## config.mk

```make
export PLATFORM = sky130hd
export DESIGN_NAME = div3_serializer
export DESIGN_NICKNAME = d
export VERILOG_FILES = /design/src/rtl/div3_pkg.sv /design/src/rtl/div3_serializer.sv
export SDC_FILE = /design/constraint.sdc
export NUM_CORES = 1
export LEC_CHECK = 0
export ABC_CLOCK_PERIOD_IN_PS = 3650
export BUFFER_PORTS_ARGS = -buffer_cell sky130_fd_sc_hd__buf_4
export CAP_MARGIN = 5
export CORE_AREA = 2 2 39 41
export CTS_BUF_LIST = sky130_fd_sc_hd__clkbuf_2 sky130_fd_sc_hd__clkbuf_4 sky130_fd_sc_hd__clkbuf_8
export CTS_CLUSTER_SIZE = 10
export DETAILED_ROUTE_END_ITERATION = 12
export DIE_AREA = 0 0 41 43
export HOLD_SLACK_MARGIN = 0.1
export PLACE_DENSITY = 0.81
export SYNTH_ARGS = -nofsm -noshare
export SYNTH_HDL_FRONTEND = slang
export SYNTH_SLANG_ARGS = --single-unit
export TNS_END_PERCENT = 30
```

## constraint.sdc

```tcl
create_clock -name clk -period 3.65 [get_ports clk]
set_input_delay 0.1825 -clock clk [delete_from_list [all_inputs] [get_ports clk]]
set_output_delay 0.1825 -clock clk [all_outputs]
set_load 0.01 [all_outputs]
```

## src/rtl/div3_pkg.sv

```systemverilog
// div3_pkg: state encoding and default word width for the divide-by-3 serializer.
package div3_pkg;

    typedef enum logic {
        IDLE  = 1'b0,
        SHIFT = 1'b1
    } state_t;

    localparam int DIV3_DEFAULT_WIDTH = 8;

endpackage

```

## src/rtl/div3_serializer.sv

```systemverilog
// div3_serializer: MSB-first word serializer feeding a divide-by-3 checker.
// Define DIV3_SER_HOLD_EN to add the downstream stall input hold_i.
module div3_serializer
    import div3_pkg::*;
#(
    parameter int WIDTH = DIV3_DEFAULT_WIDTH
) (
    input  logic             clk,
    input  logic             reset,
    input  logic [WIDTH-1:0] data_i,
    input  logic             valid_i,
`ifdef DIV3_SER_HOLD_EN
    input  logic             hold_i,
`endif
    output logic             ready_o,
    output logic             x_o,
    output logic             bit_valid_o,
    output logic             first_o,
    output logic             last_o,
    output logic             busy_o
);

    localparam int               CNT_W    = $clog2(WIDTH);
    localparam logic [CNT_W-1:0] CNT_LAST = CNT_W'(WIDTH - 1);
    localparam logic [CNT_W-1:0] CNT_ONE  = CNT_W'(1);

    state_t           state;
    logic [CNT_W-1:0] cnt;
    logic [WIDTH-1:0] shift_reg;
    logic             holding;
    logic             stall;
    logic             accept;

`ifdef DIV3_SER_HOLD_EN
    assign stall = hold_i;
`else
    assign stall = 1'b0;
`endif

    // A held word at its LSB has already presented that bit, so it must not take a new word.
    assign ready_o = (state == IDLE) || ((cnt == '0) && !holding);
    assign accept  = valid_i && ready_o;

    always_ff @(posedge clk) begin
        if (reset) begin
            state       <= IDLE;
            cnt         <= '0;
            shift_reg   <= '0;
            holding     <= 1'b0;
            x_o         <= 1'b0;
            bit_valid_o <= 1'b0;
            first_o     <= 1'b0;
            last_o      <= 1'b0;
            busy_o      <= 1'b0;
        end else if (accept) begin
            state       <= SHIFT;
            cnt         <= CNT_LAST;
            shift_reg   <= data_i;
            holding     <= 1'b0;
            x_o         <= data_i[WIDTH-1];
            bit_valid_o <= 1'b1;
            first_o     <= 1'b1;
            last_o      <= 1'b0;
            busy_o      <= 1'b1;
        end else if (state == SHIFT && stall) begin
            holding     <= 1'b1;
            x_o         <= 1'b0;
            bit_valid_o <= 1'b0;
            first_o     <= 1'b0;
            last_o      <= 1'b0;
            busy_o      <= 1'b1;
        end else if (state == SHIFT && cnt != '0) begin
            cnt         <= cnt - CNT_ONE;
            shift_reg   <= {shift_reg[WIDTH-2:0], 1'b0};
            holding     <= 1'b0;
            x_o         <= shift_reg[WIDTH-2];
            bit_valid_o <= 1'b1;
            first_o     <= 1'b0;
            last_o      <= (cnt == CNT_ONE);
            busy_o      <= 1'b1;
        end else begin
            state       <= IDLE;
            holding     <= 1'b0;
            x_o         <= 1'b0;
            bit_valid_o <= 1'b0;
            first_o     <= 1'b0;
            last_o      <= 1'b0;
            busy_o      <= 1'b0;
        end
    end

endmodule

```

==> run_results.csv <==
group,metric,value,unit
grt,grt_pass1_wl,2.13,mm
logic_synthesis,yosysSeqAreaShare,41.5,%
floorplanning,dieArea,1760,µm²
critical_path,crit_required,3.47,ns
sta,finClkSkew,0.0134,ns
detailed_routing,drt_iter0_drc,6,
sta,whs,0.196,ns
clock_network,cts_setup_buffers,0,
placement,gp_congestion,0.755,
critical_path,ff2ff_path_depth,6,
clock_network,cts.sinks,15,
detailed_routing,avgViaCountPerCell,5.36,
critical_path,crit_path_start_kind,"register",
critical_path,r2r_start,"cnt[0]$_SDFFE_PP0P_",
power,power.density,433,nW/µm²
final_layout,area_growth,19.2,%
clock_network,clk_pin_slew,0.10,ns
logic_synthesis,netlist_area,723,µm²
clock_network,cts_root_buf,"clkbuf_4",
clock_network,postCtsResizedCells,0,
status,status,"finished clean",
sta,tns,0,ns
final_layout,nets,97,
logic_synthesis,synth_cells,66,
detailed_routing,detail_route.wl_per_cell,12.7,µm
clock_network,cts_buffers,3,
grt,grt_usage,17.4,%
critical_path,worstPathArrival,1.59,ns
grt,grt-ovfl-total,0,
clock_network,h-tree-depth,1,
final_layout,antenna_cells,0,
sta,rsz0062_at_grt,"no",
grt,grt_max_degree,17,
final_layout,drive_gt1_share,39.0,%
detailed_routing,num_vias,525,
critical_path,crit_fanout,11,
placement,place_area,832,µm²
critical_path,critPathCaptureType,"output pin",
clock_network,ctsHoldBuffers,0,
final_layout,fillCellCount,123,
sta,setup_viol,0,
flow_run,maxCapViolCount,0,
critical_path,ff2ff_setup_slack,2.14,ns
logic_synthesis,synth_cell_type_count,24,
clock_network,clk_path_buf_depth,2,
placement,dp_hpwl,897,µm
sta,worst_slew_pin_slew,0.262,ns
min_path,hp-start,"data_i[7]",
power,fin_total_pwr,0.000373,W
floorplanning,initial_utilization,52.3,%
min_path,hold-path-cell-count,3,
floorplanning,core,1380,µm²
floorplanning,die_w,41,µm
critical_path,path_class,"register to output pin",
detailed_routing,wl_met1,617,µm
logic_synthesis,avgSynthCellArea,11.0,µm²
sta,relSlewSlack,82.5,%
sta,finalHoldViolations,0,
logic_synthesis,ys_ff_latch,15,
detailed_routing,routed-wl-met2,543,µm
final_layout,fin_area,862,µm²
floorplanning,rows,14,
sta,period_share,48.5,%
power,ir_drop,0.256,mV
placement,io_buffer_count,16,
critical_path,r2r_end,"shift_reg[6]$_SDFFE_PP0P_",
detailed_routing,dr.pass1.iters,3,
grt,grt_pass1_vias,517,
floorplanning,pin_count,17,
grt,antenna_found_initial,0,
detailed_routing,routed_wl,1.25,mm
sta,max_freq,564,MHz
logic_synthesis,ys_warn_count,0,
logic_synthesis,syn-num-nets,80,
final_layout,largest_reg_flops,7,
clock_network,clock_latency,0.28,ns
clock_network,cts_tree,"done",
detailed_routing,drc,0,
min_path,hold_path_end,"x_o$_SDFF_PP0_",
sta,slew_viol_final,0,
detailed_routing,wl_met3,73,µm
floorplanning,die_h,43,µm
detailed_routing,top_layer_used,"met4",
detailed_routing,antenna_left,0,
power,leakagePower,0.383,nW
sta,period_needed,1.77,ns
min_path,hp-class,"input port to register",
[synth_stat cells]
master,instances,share of area [%]
dfxtp_1,15,42
nor2_1,9,4.7
mux2i_1,7,9.7
a221oi_2,6,12
inv_1,4,2.1
ha_1,3,5.2
a211oi_1,2,2.1
a21oi_1,2,1.4
buf_4,2,2.1
nor3_1,2,1.4
a211oi_2,1,1.7
a21o_1,1,1.0
a31o_2,1,1.2
and2_4,1,1.2
and3_1,1,0.87
buf_2,1,0.69
buf_6,1,1.6
inv_6,1,1.2
nand2b_4,1,1.9
nand3b_1,1,1.0
nand4b_1,1,1.2
nor3b_1,1,1.0
nor4b_2,1,2.1
o21ai_0,1,0.69
[through the flow]
stage,cells,setup WS (ns),util (%)
finish,98,1.88,62.3
global route,98,1.77,62.3
CTS,98,1.88,62.3
detailed placement,94,2.17,60.1
global placement,94,2.25,60.1
floorplan,66,2.41,-
[layer usage]
| metal | vias up | GRT usage [%] |
|---|---|---|
| met3 | 2 | 4.71 |
| met5 | - | 0 |
| met4 | 0 | 6.00 |
| met1 | 240 | 23.6 |
| li1 | 271 | - |
| met2 | 12 | 25.9 |
[layout make-up]
cell class / count / area, µm² / area share, %
Clock buffer: 4 / 30.0 / 3.48
Timing Repair Buffer: 16 / 120 / 13.9
Sequential cell: 15 / 300 / 34.8
Inverter: 5 / 23.8 / 2.76
Multi-Input combinational cell: 42 / 368 / 42.7
Tap cell: 16 / 20.0 / 2.32
[report_power, final]
| part | switching, W | internal, W | leakage, nW | total [W] |
|---|---|---|---|---|
| clock network | 0.0000525 | 0.0000498 | 0.0184 | 0.000102 |
| registers | 0.00000954 | 0.000179 | 0.124 | 0.000188 |
| logic | 0.0000427 | 0.0000400 | 0.240 | 0.0000827 |
[kinds of logic (layout without fill, tap and decap cells)]
logic type / Yosys count / after routing / share of synthesized area (%)
mux: 7 / 7 / 9.69
compound gates: 14 / 14 / 20.6
simple gates: 18 / 18 / 15.4
fa+ha+maj: 3 / 3 / 5.19
buf+inv: 9 / 25 / 7.61
flops: 15 / 15 / 41.5
[worst max-delay path, stage by stage, from the launching register on]
cell and delay [ns]:
dfxtp_1 0.37, inv_1 0.09, ha_1 0.26, nand2b_4 0.18, and2_4 0.21, inv_6 0.06
buf_4 0.14
[cells in the final DEF, fill, tap and decap left out]
| cell type | n |
|---|---|
| buf_4 | 16 |
| a21o_1 | 1 |
| a31o_2 | 1 |
| nor4b_2 | 1 |
| inv_6 | 1 |
| nand4b_1 | 1 |
| a221oi_2 | 6 |
| clkbuf_4 | 4 |
| dfxtp_1 | 15 |
| nor2_1 | 9 |
| mux2i_1 | 7 |
| ha_1 | 3 |
| nor3b_1 | 1 |
| nand3b_1 | 1 |
| and3_1 | 1 |
| a211oi_2 | 1 |
| nand2b_4 | 1 |
| a21oi_1 | 2 |
| inv_1 | 4 |
| o21ai_0 | 1 |
| and2_4 | 1 |
| nor3_1 | 2 |
| a211oi_1 | 2 |
[how the worst max path moves through the flow]
stage                              from                        end  cells after the start
finish              cnt[0]$_SDFFE_PP0P_                    ready_o                      6
global route        cnt[0]$_SDFFE_PP0P_                    ready_o                      6
CTS                 cnt[0]$_SDFFE_PP0P_                    ready_o                      6
detailed placement  cnt[0]$_SDFFE_PP0P_  shift_reg[6]$_SDFFE_PP0P_                      6
global placement    cnt[0]$_SDFFE_PP0P_                    ready_o                      6
floorplan           cnt[0]$_SDFFE_PP0P_  shift_reg[1]$_SDFFE_PP0P_                      6
Note: power is estimated with default switching activity, not from simulation.
